[src/rtl/shared_bus_arbiter.sv]
// shared_bus_arbiter
// Two-port round-robin bus arbiter in front of a small shared register-file
// memory. Each core presents request / write-enable / address / write-data.
// The arbiter grants at most one core at a time, and performs that core's
// read (read-before-write) and optional write every granted cycle.
//
// Optional feature: define SHARED_BUS_TIMEOUT_EN to limit a grantee to
// MAX_HOLD consecutive cycles while the other core is requesting.
//
// Ports:
//   clk                  - single clock, posedge
//   reset_in             - synchronous active-high reset
//   req0_in / req1_in    - bus requests
//   we0_in / we1_in      - write enables (only honoured for the grantee)
//   addr0_in / addr1_in  - word addresses
//   wdata0_in/wdata1_in  - write data
//   grant0_out/grant1_out- mutually exclusive grants
//   data_out             - read data from the previous granted cycle
//   data_valid_out       - data_out was produced by a read last cycle
//   owner_out            - index of the last/current grantee
module shared_bus_arbiter #(
  parameter int ADDR_WIDTH = 4,
  parameter int DATA_WIDTH = 8,
  parameter int MAX_HOLD   = 4
) (
  input  logic                  clk,
  input  logic                  reset_in,
  input  logic                  req0_in,
  input  logic                  req1_in,
  input  logic                  we0_in,
  input  logic                  we1_in,
  input  logic [ADDR_WIDTH-1:0] addr0_in,
  input  logic [ADDR_WIDTH-1:0] addr1_in,
  input  logic [DATA_WIDTH-1:0] wdata0_in,
  input  logic [DATA_WIDTH-1:0] wdata1_in,
  output logic                  grant0_out,
  output logic                  grant1_out,
  output logic [DATA_WIDTH-1:0] data_out,
  output logic                  data_valid_out,
  output logic                  owner_out
);

  localparam int DEPTH = 1 << ADDR_WIDTH;

  typedef enum logic [1:0] {
    IDLE   = 2'd0,
    GRANT0 = 2'd1,
    GRANT1 = 2'd2
  } state_t;

  state_t                state_q, state_d;
  logic                  grant0_q, grant1_q;
  logic                  owner_q;
  logic [DATA_WIDTH-1:0] data_q;
  logic                  valid_q;
  logic [DATA_WIDTH-1:0] mem_q [DEPTH];

  // Forced handover condition: only meaningful together with the other request.
  logic timeout_fire;

`ifdef SHARED_BUS_TIMEOUT_EN
  logic [3:0] hold_q;
  assign timeout_fire = (hold_q == 4'(MAX_HOLD - 1));
`else
  assign timeout_fire = 1'b0;
`endif

  // Signals of whichever core currently owns the bus.
  logic                  granted;
  logic                  sel_we;
  logic [ADDR_WIDTH-1:0] sel_addr;
  logic [DATA_WIDTH-1:0] sel_wdata;

  assign granted   = (state_q != IDLE);
  assign sel_we    = (state_q == GRANT1) ? we1_in    : we0_in;
  assign sel_addr  = (state_q == GRANT1) ? addr1_in  : addr0_in;
  assign sel_wdata = (state_q == GRANT1) ? wdata1_in : wdata0_in;

  always_comb begin
    state_d = state_q;
    unique case (state_q)
      IDLE: begin
        // Contended: grant whichever core did not own the bus last.
        if (req0_in && req1_in) state_d = owner_q ? GRANT0 : GRANT1;
        else if (req0_in)       state_d = GRANT0;
        else if (req1_in)       state_d = GRANT1;
      end
      GRANT0: begin
        if (req0_in && !(timeout_fire && req1_in)) state_d = GRANT0;
        else if (req1_in)                          state_d = GRANT1;
        else                                       state_d = IDLE;
      end
      GRANT1: begin
        if (req1_in && !(timeout_fire && req0_in)) state_d = GRANT1;
        else if (req0_in)                          state_d = GRANT0;
        else                                       state_d = IDLE;
      end
      default: state_d = IDLE;
    endcase
  end

  always_ff @(posedge clk) begin
    if (reset_in) begin
      state_q  <= IDLE;
      grant0_q <= 1'b0;
      grant1_q <= 1'b0;
      owner_q  <= 1'b1;  // core 0 wins the first contended arbitration
      data_q   <= '0;
      valid_q  <= 1'b0;
      for (int i = 0; i < DEPTH; i++) mem_q[i] <= '0;
    end else begin
      state_q  <= state_d;
      grant0_q <= (state_d == GRANT0);
      grant1_q <= (state_d == GRANT1);
      if (state_d != IDLE) owner_q <= (state_d == GRANT1);
      // Read samples the array before this edge's write lands: old value.
      if (granted) data_q <= mem_q[sel_addr];
      valid_q <= granted;
      if (granted && sel_we) mem_q[sel_addr] <= sel_wdata;
    end
  end

`ifdef SHARED_BUS_TIMEOUT_EN
  always_ff @(posedge clk) begin
    if (reset_in) begin
      hold_q <= 4'd0;
    end else if (state_d != IDLE && state_d != state_q) begin
      hold_q <= 4'd0;  // fresh grant (from IDLE or handover)
    end else if (granted && hold_q != 4'(MAX_HOLD)) begin
      hold_q <= hold_q + 4'd1;
    end
  end
`endif

  assign grant0_out     = grant0_q;
  assign grant1_out     = grant1_q;
  assign data_out       = data_q;
  assign data_valid_out = valid_q;
  assign owner_out      = owner_q;

endmodule

[config.mk]
export PLATFORM = sky130hd
export DESIGN_NAME = shared_bus_arbiter
export DESIGN_NICKNAME = d
export VERILOG_FILES = /design/src/rtl/shared_bus_arbiter.sv
export SDC_FILE = /design/constraint.sdc
export NUM_CORES = 1
export LEC_CHECK = 0
export ABC_AREA = 1
export BUFFER_PORTS_ARGS = -buffer_cell sky130_fd_sc_hd__buf_2
export CORE_UTILIZATION = 60
export CTS_CLUSTER_SIZE = 20
export DETAILED_ROUTE_END_ITERATION = 7
export PLACE_DENSITY = 0.89
export SLEW_MARGIN = 20
export SYNTH_ARGS = -nofsm -noshare
export SYNTH_HDL_FRONTEND = slang
export SYNTH_SLANG_ARGS = --single-unit
[constraint.sdc]
create_clock -name clk -period 6.4 [get_ports clk]
set_clock_uncertainty 0.05 [all_clocks]
set_input_delay 0.32 -clock clk [delete_from_list [all_inputs] [get_ports clk]]
set_output_delay 0.32 -clock clk [all_outputs]
set_load 0.02 [all_outputs]
; ---- Word level (Yosys, flattened, before mapping)
; Memories as Yosys holds them, arrays and structs flattened. A register that Yosys moved wholly into a read port is not among the register bits.
; Cells that the tools add are included.
[word_totals]
ff_bits = 6
n_memories = 1
word_cells = 36
mem_bits_rw = 128
input_bits = 30
[mem_list]
columns = name, depth, word_bits, rd, rd_clocked_by_memory_dff, wr, line
row1 = mem_q, 16, 8, 1, 1, 16, 56  ; logic [DATA_WIDTH-1:0] mem_q [DEPTH];
[classes]
n_reduce_logical = 6
muxes = 20
n_eq_ne = 4
[ops]
columns = op, n
row1 = $mux 8, 2
row2 = $mux 2, 7
row3 = $mux 1, 8
row4 = $mux 4, 2
row5 = $reduce_or 8->1, 1
row6 = $pmux 2 s3, 1
row7 = $eq 2x1->1 const B, 2
row8 = $eq 2x2->1 const B, 2
row9 = $reduce_bool 2->1, 2
row10 = $logic_and 1x1->1, 2
row11 = $logic_not 2->1, 1

; ---- Longest topological paths before layout
[logic_depth]
depth_word = 8
ltp_mapped = 13
depth_no_buf = 12

; ---- Worst setup path after synthesis
; No wires, ideal clock.
[synth_timing]
path_kind = reg2reg
start = register state_q[1]
end = memory mem_q[4][0] (enable)
path_stages_with_launch = 9
t_required_ps = 6021
synth_period_minus_slack_ps = 2071
setup_slack_ps = 4329
arrival_ps = 1692
cell_sequence = dfxtp_1 buf_2 nand2_4 nand2_1 nand2_1 buf_2 nor2_2 nand3_1 nand2_1
[synth_lines]
columns = element, line
row1 = start: declaration, 51  ; state_t state_q, state_d;
row2 = start signal: assignment, 112  ; state_q <= state_d;
row3 = end: declaration, 56

==> results.py <==
metrics = {
    "setup_path": {
        "regToRegStartpoint": "state_q[1]",
        "cp-start-kind": "flip-flop",
        "criticalPathCategory": "reg2reg",
        "crit_path_end_kind": "flip-flop",
        "cp.buffers_inverters": 1,
        "cp_num_cells": 7,
        "cp.required_ns": 6.56,
        "slowest_delay_ns": 0.84,
        "reg2reg_depth": 7,
        "crit_top_cell": "nand2_1",
        "cp_slowest_cell": "nand2_1",
        "r2r_end": "mem_q[2][1]",
        "crit_fanout": 33,
        "reg2reg_slack_ns": 2.11,
        "worstPathArrival_ns": 4.45,
        "path_delay_family": "simple AND/OR/NAND/NOR gates",
        "critPathCapture": "mem_q[2][1]",
        "crit_start": "state_q[1]",
        "worstPathCellList": "nand2_4 > nand2_1 > nand2_1 > buf_4 > nor3_2 > nand2_1 > nand2_1",
    },
    "synth": {
        "ys_types": 25,
        "synth.area.top_cells": "edfxtp_1 57%, nand2_1 17%, nor2_1 8.6%",
        "syn_nets": 794,
        "avgSynthCellArea_um2": 8.78,
        "synth_seq_cells": 142,
        "yosysSeqAreaShare": 0.614,
        "synthCells": 764,
        "synth_top_area_share": 0.573,
        "yosys.area.top_type": "edfxtp_1",
        "yosys_warnings": 0,
        "synth_area_um2": 6710,
    },
    "route": {
        "wl_met1_mm": 6.37,
        "avgViaCountPerCell": 5.98,
        "highest_layer": "met4",
        "drt.antenna.violating_nets": 0,
        "vias": 5673,
        "first_pass_iters": 6,
        "drt_wl_total_mm": 18.0,
        "drt_iter0_drc": 954,
        "wl_per_cell_um": 18.9,
        "dr_wl_met2_mm": 8.44,
        "dr_wl_met3_mm": 2.13,
        "drc": 0,
    },
    "cells_and_area": {
        "drive_gt1_frac": 0.121,
        "layout_commonest_cell": "nand2_1",
        "syn_to_final_growth_pct": 12.9,
        "n_antenna_cell": 0,
        "final_cell_mix": "308 x nand2_1, 153 x nor2_1, 128 x edfxtp_1, 70 x nand3_1, 41 x buf_2",
        "nets": 826,
    },
    "grt": {
        "grt_pass1_wl_mm": 27.5,
        "globalRouteOverflowTotal": 0,
        "grt_pass1_vias": 5429,
        "antenna_found_initial": 0,
        "grt_max_degree": 36,
        "track_usage": 0.326,
    },
    "floorplan": {
        "placeableCoreArea_um2": 10900,
        "die_x_um": 108,
        "start_util": 0.616,
        "rows": 38,
        "die_area_um2": 11600,
        "die_y_um": 108,
        "io_pins": 42,
    },
    "sta": {
        "min_period_ns": 4.29,
        "fmax_mhz": 233,
        "hold_viol": 0,
        "worst_slew_margin_rel": 0.280,
        "slew_violations": 0,
        "worst_pin_slew_ns": 1.08,
        "rsz0062_at_grt": "no",
        "finalHoldWorstSlack_ns": 0.118,
        "final_min_period_over_clock_period": 0.670,
        "setup_tns_ns": 0,
        "setup_violations": 0,
    },
    "clock_network": {
        "cts_tree": "built",
        "clkSinkCount": 142,
        "htree_levels": 4,
        "cts-resized-gates": 0,
        "clk_pin_slew_worst_paths_ns": 0.06,
        "cts_buffers": 17,
        "ctsHoldBuffers": 1,
        "cts_root_buf": "clkbuf_8",
        "post_cts_buffers": 0,
        "clockBufferDepth": 2,
        "clk_latency_ns": 0.54,
    },
    "run_status": {
        "status": "complete, no violations",
    },
    "job": {
        "max-cap-violations": 0,
    },
    "placement": {
        "port_buffers": 41,
        "finalWeightedCongestion": 0.900,
        "dp_hpwl_mm": 11.3,
    },
    "power_and_ir_drop": {
        "power_density_nw_per_um2": 307,
        "ir_drop_uv": 247,
        "power_leakage_uw": 0.00347,
        "fin_total_pwr_uw": 2320,
    },
    "worst_hold_path": {
        "hp-class": "in2reg",
    },
}
==> flip-flops by register name, indices dropped and copies added, names as in the netlist <==
| signal | flops |
|---|---|
| mem_q | 128 |
| data_out | 8 |
| state_q | 2 |
| data_valid_out | 1 |
| grant0_out | 1 |
| grant1_out | 1 |
| owner_out | 1 |
==> how the worst min path moves through the flow <==
| stage | start | endpoint | slack (ns) | cells after the start |
|---|---|---|---|---|
| CTS | req0_in | grant0_out | 0.08 | 3 |
| detailed placement | owner_out | owner_out | 0.46 | 2 |
| finish | req0_in | grant0_out | 0.12 | 3 |
| global route | req0_in | grant0_out | 0.09 | 3 |
| floorplan | reset_in | data_valid_out | 0.34 | 1 |
| global placement | owner_out | owner_out | 0.44 | 2 |
==> worst reg2reg max path, delay by kind of cell (launching register included) <==
kind | cells | cell delay (ns)
AND/OR/NAND/NOR | 6 | 2.98
flip-flops | 1 | 0.49
buffers and inverters | 1 | 0.44
==> cell type report <==
cell class	instances	area [um^2]
Sequential cell	142	4120
Multi-Input combinational cell	567	2360
Clock buffer	18	418
Inverter	15	56.3
Clock inverter	14	150
Tap cell	140	175
Fill cell	764	3310
Timing Repair Buffer	53	298
==> Yosys cell counts (all sizes together) <==
cell type	number
a21oi	1
buf	14
clkbuf	26
dfxtp	14
edfxtp	128
inv	15
mux2i	8
nand2	314
nand3	72
nand4	1
nor2	154
nor3	4
o2111ai	1
o21ai	12
==> metrics by stage <==
stage | cell area, um^2 | utilization | cells | worst slack, ns
6_report | 7580 | 0.696 | 949 | 2.11
5_1_grt | 7580 | 0.696 | 949 | 1.88
4_1_cts | 7580 | 0.696 | 949 | 2.24
3_5_place_dp | 7000 | 0.643 | 916 | 2.37
3_3_place_gp | 7000 | 0.643 | 916 | 2.53
2_1_floorplan | 6710 | - | 764 | 4.33
==> where the power goes <==
| group | switching, uW | leakage [uW] | internal [uW] |
|---|---|---|---|
| clock network | 377 | 0.000275 | 586 |
| logic | 220 | 0.00176 | 72.9 |
| registers | 18.2 | 0.00144 | 1050 |
| total | 616 | 0.00347 | 1710 |
==> routing by layer <==
| metal | GRT usage | vias up |
|---|---|---|
| met1 | 0.391 | 2594 |
| met5 | 0 | - |
| met4 | 0.201 | 0 |
| met2 | 0.516 | 423 |
| met3 | 0.0969 | 99 |
| li1 | - | 2557 |
==> cells by family (layout without fill, tap and decap cells) <==
kind of cell	Yosys count	count (layout)	share of synthesized area
muxes	8	8	0.0119
buffers and inverters	55	100	0.0345
and+or+nand+nor	545	545	0.327
AOI/OAI and AO/OA	14	14	0.0121
DFF	142	142	0.614
Note: power is estimated with default switching activity, not from simulation.
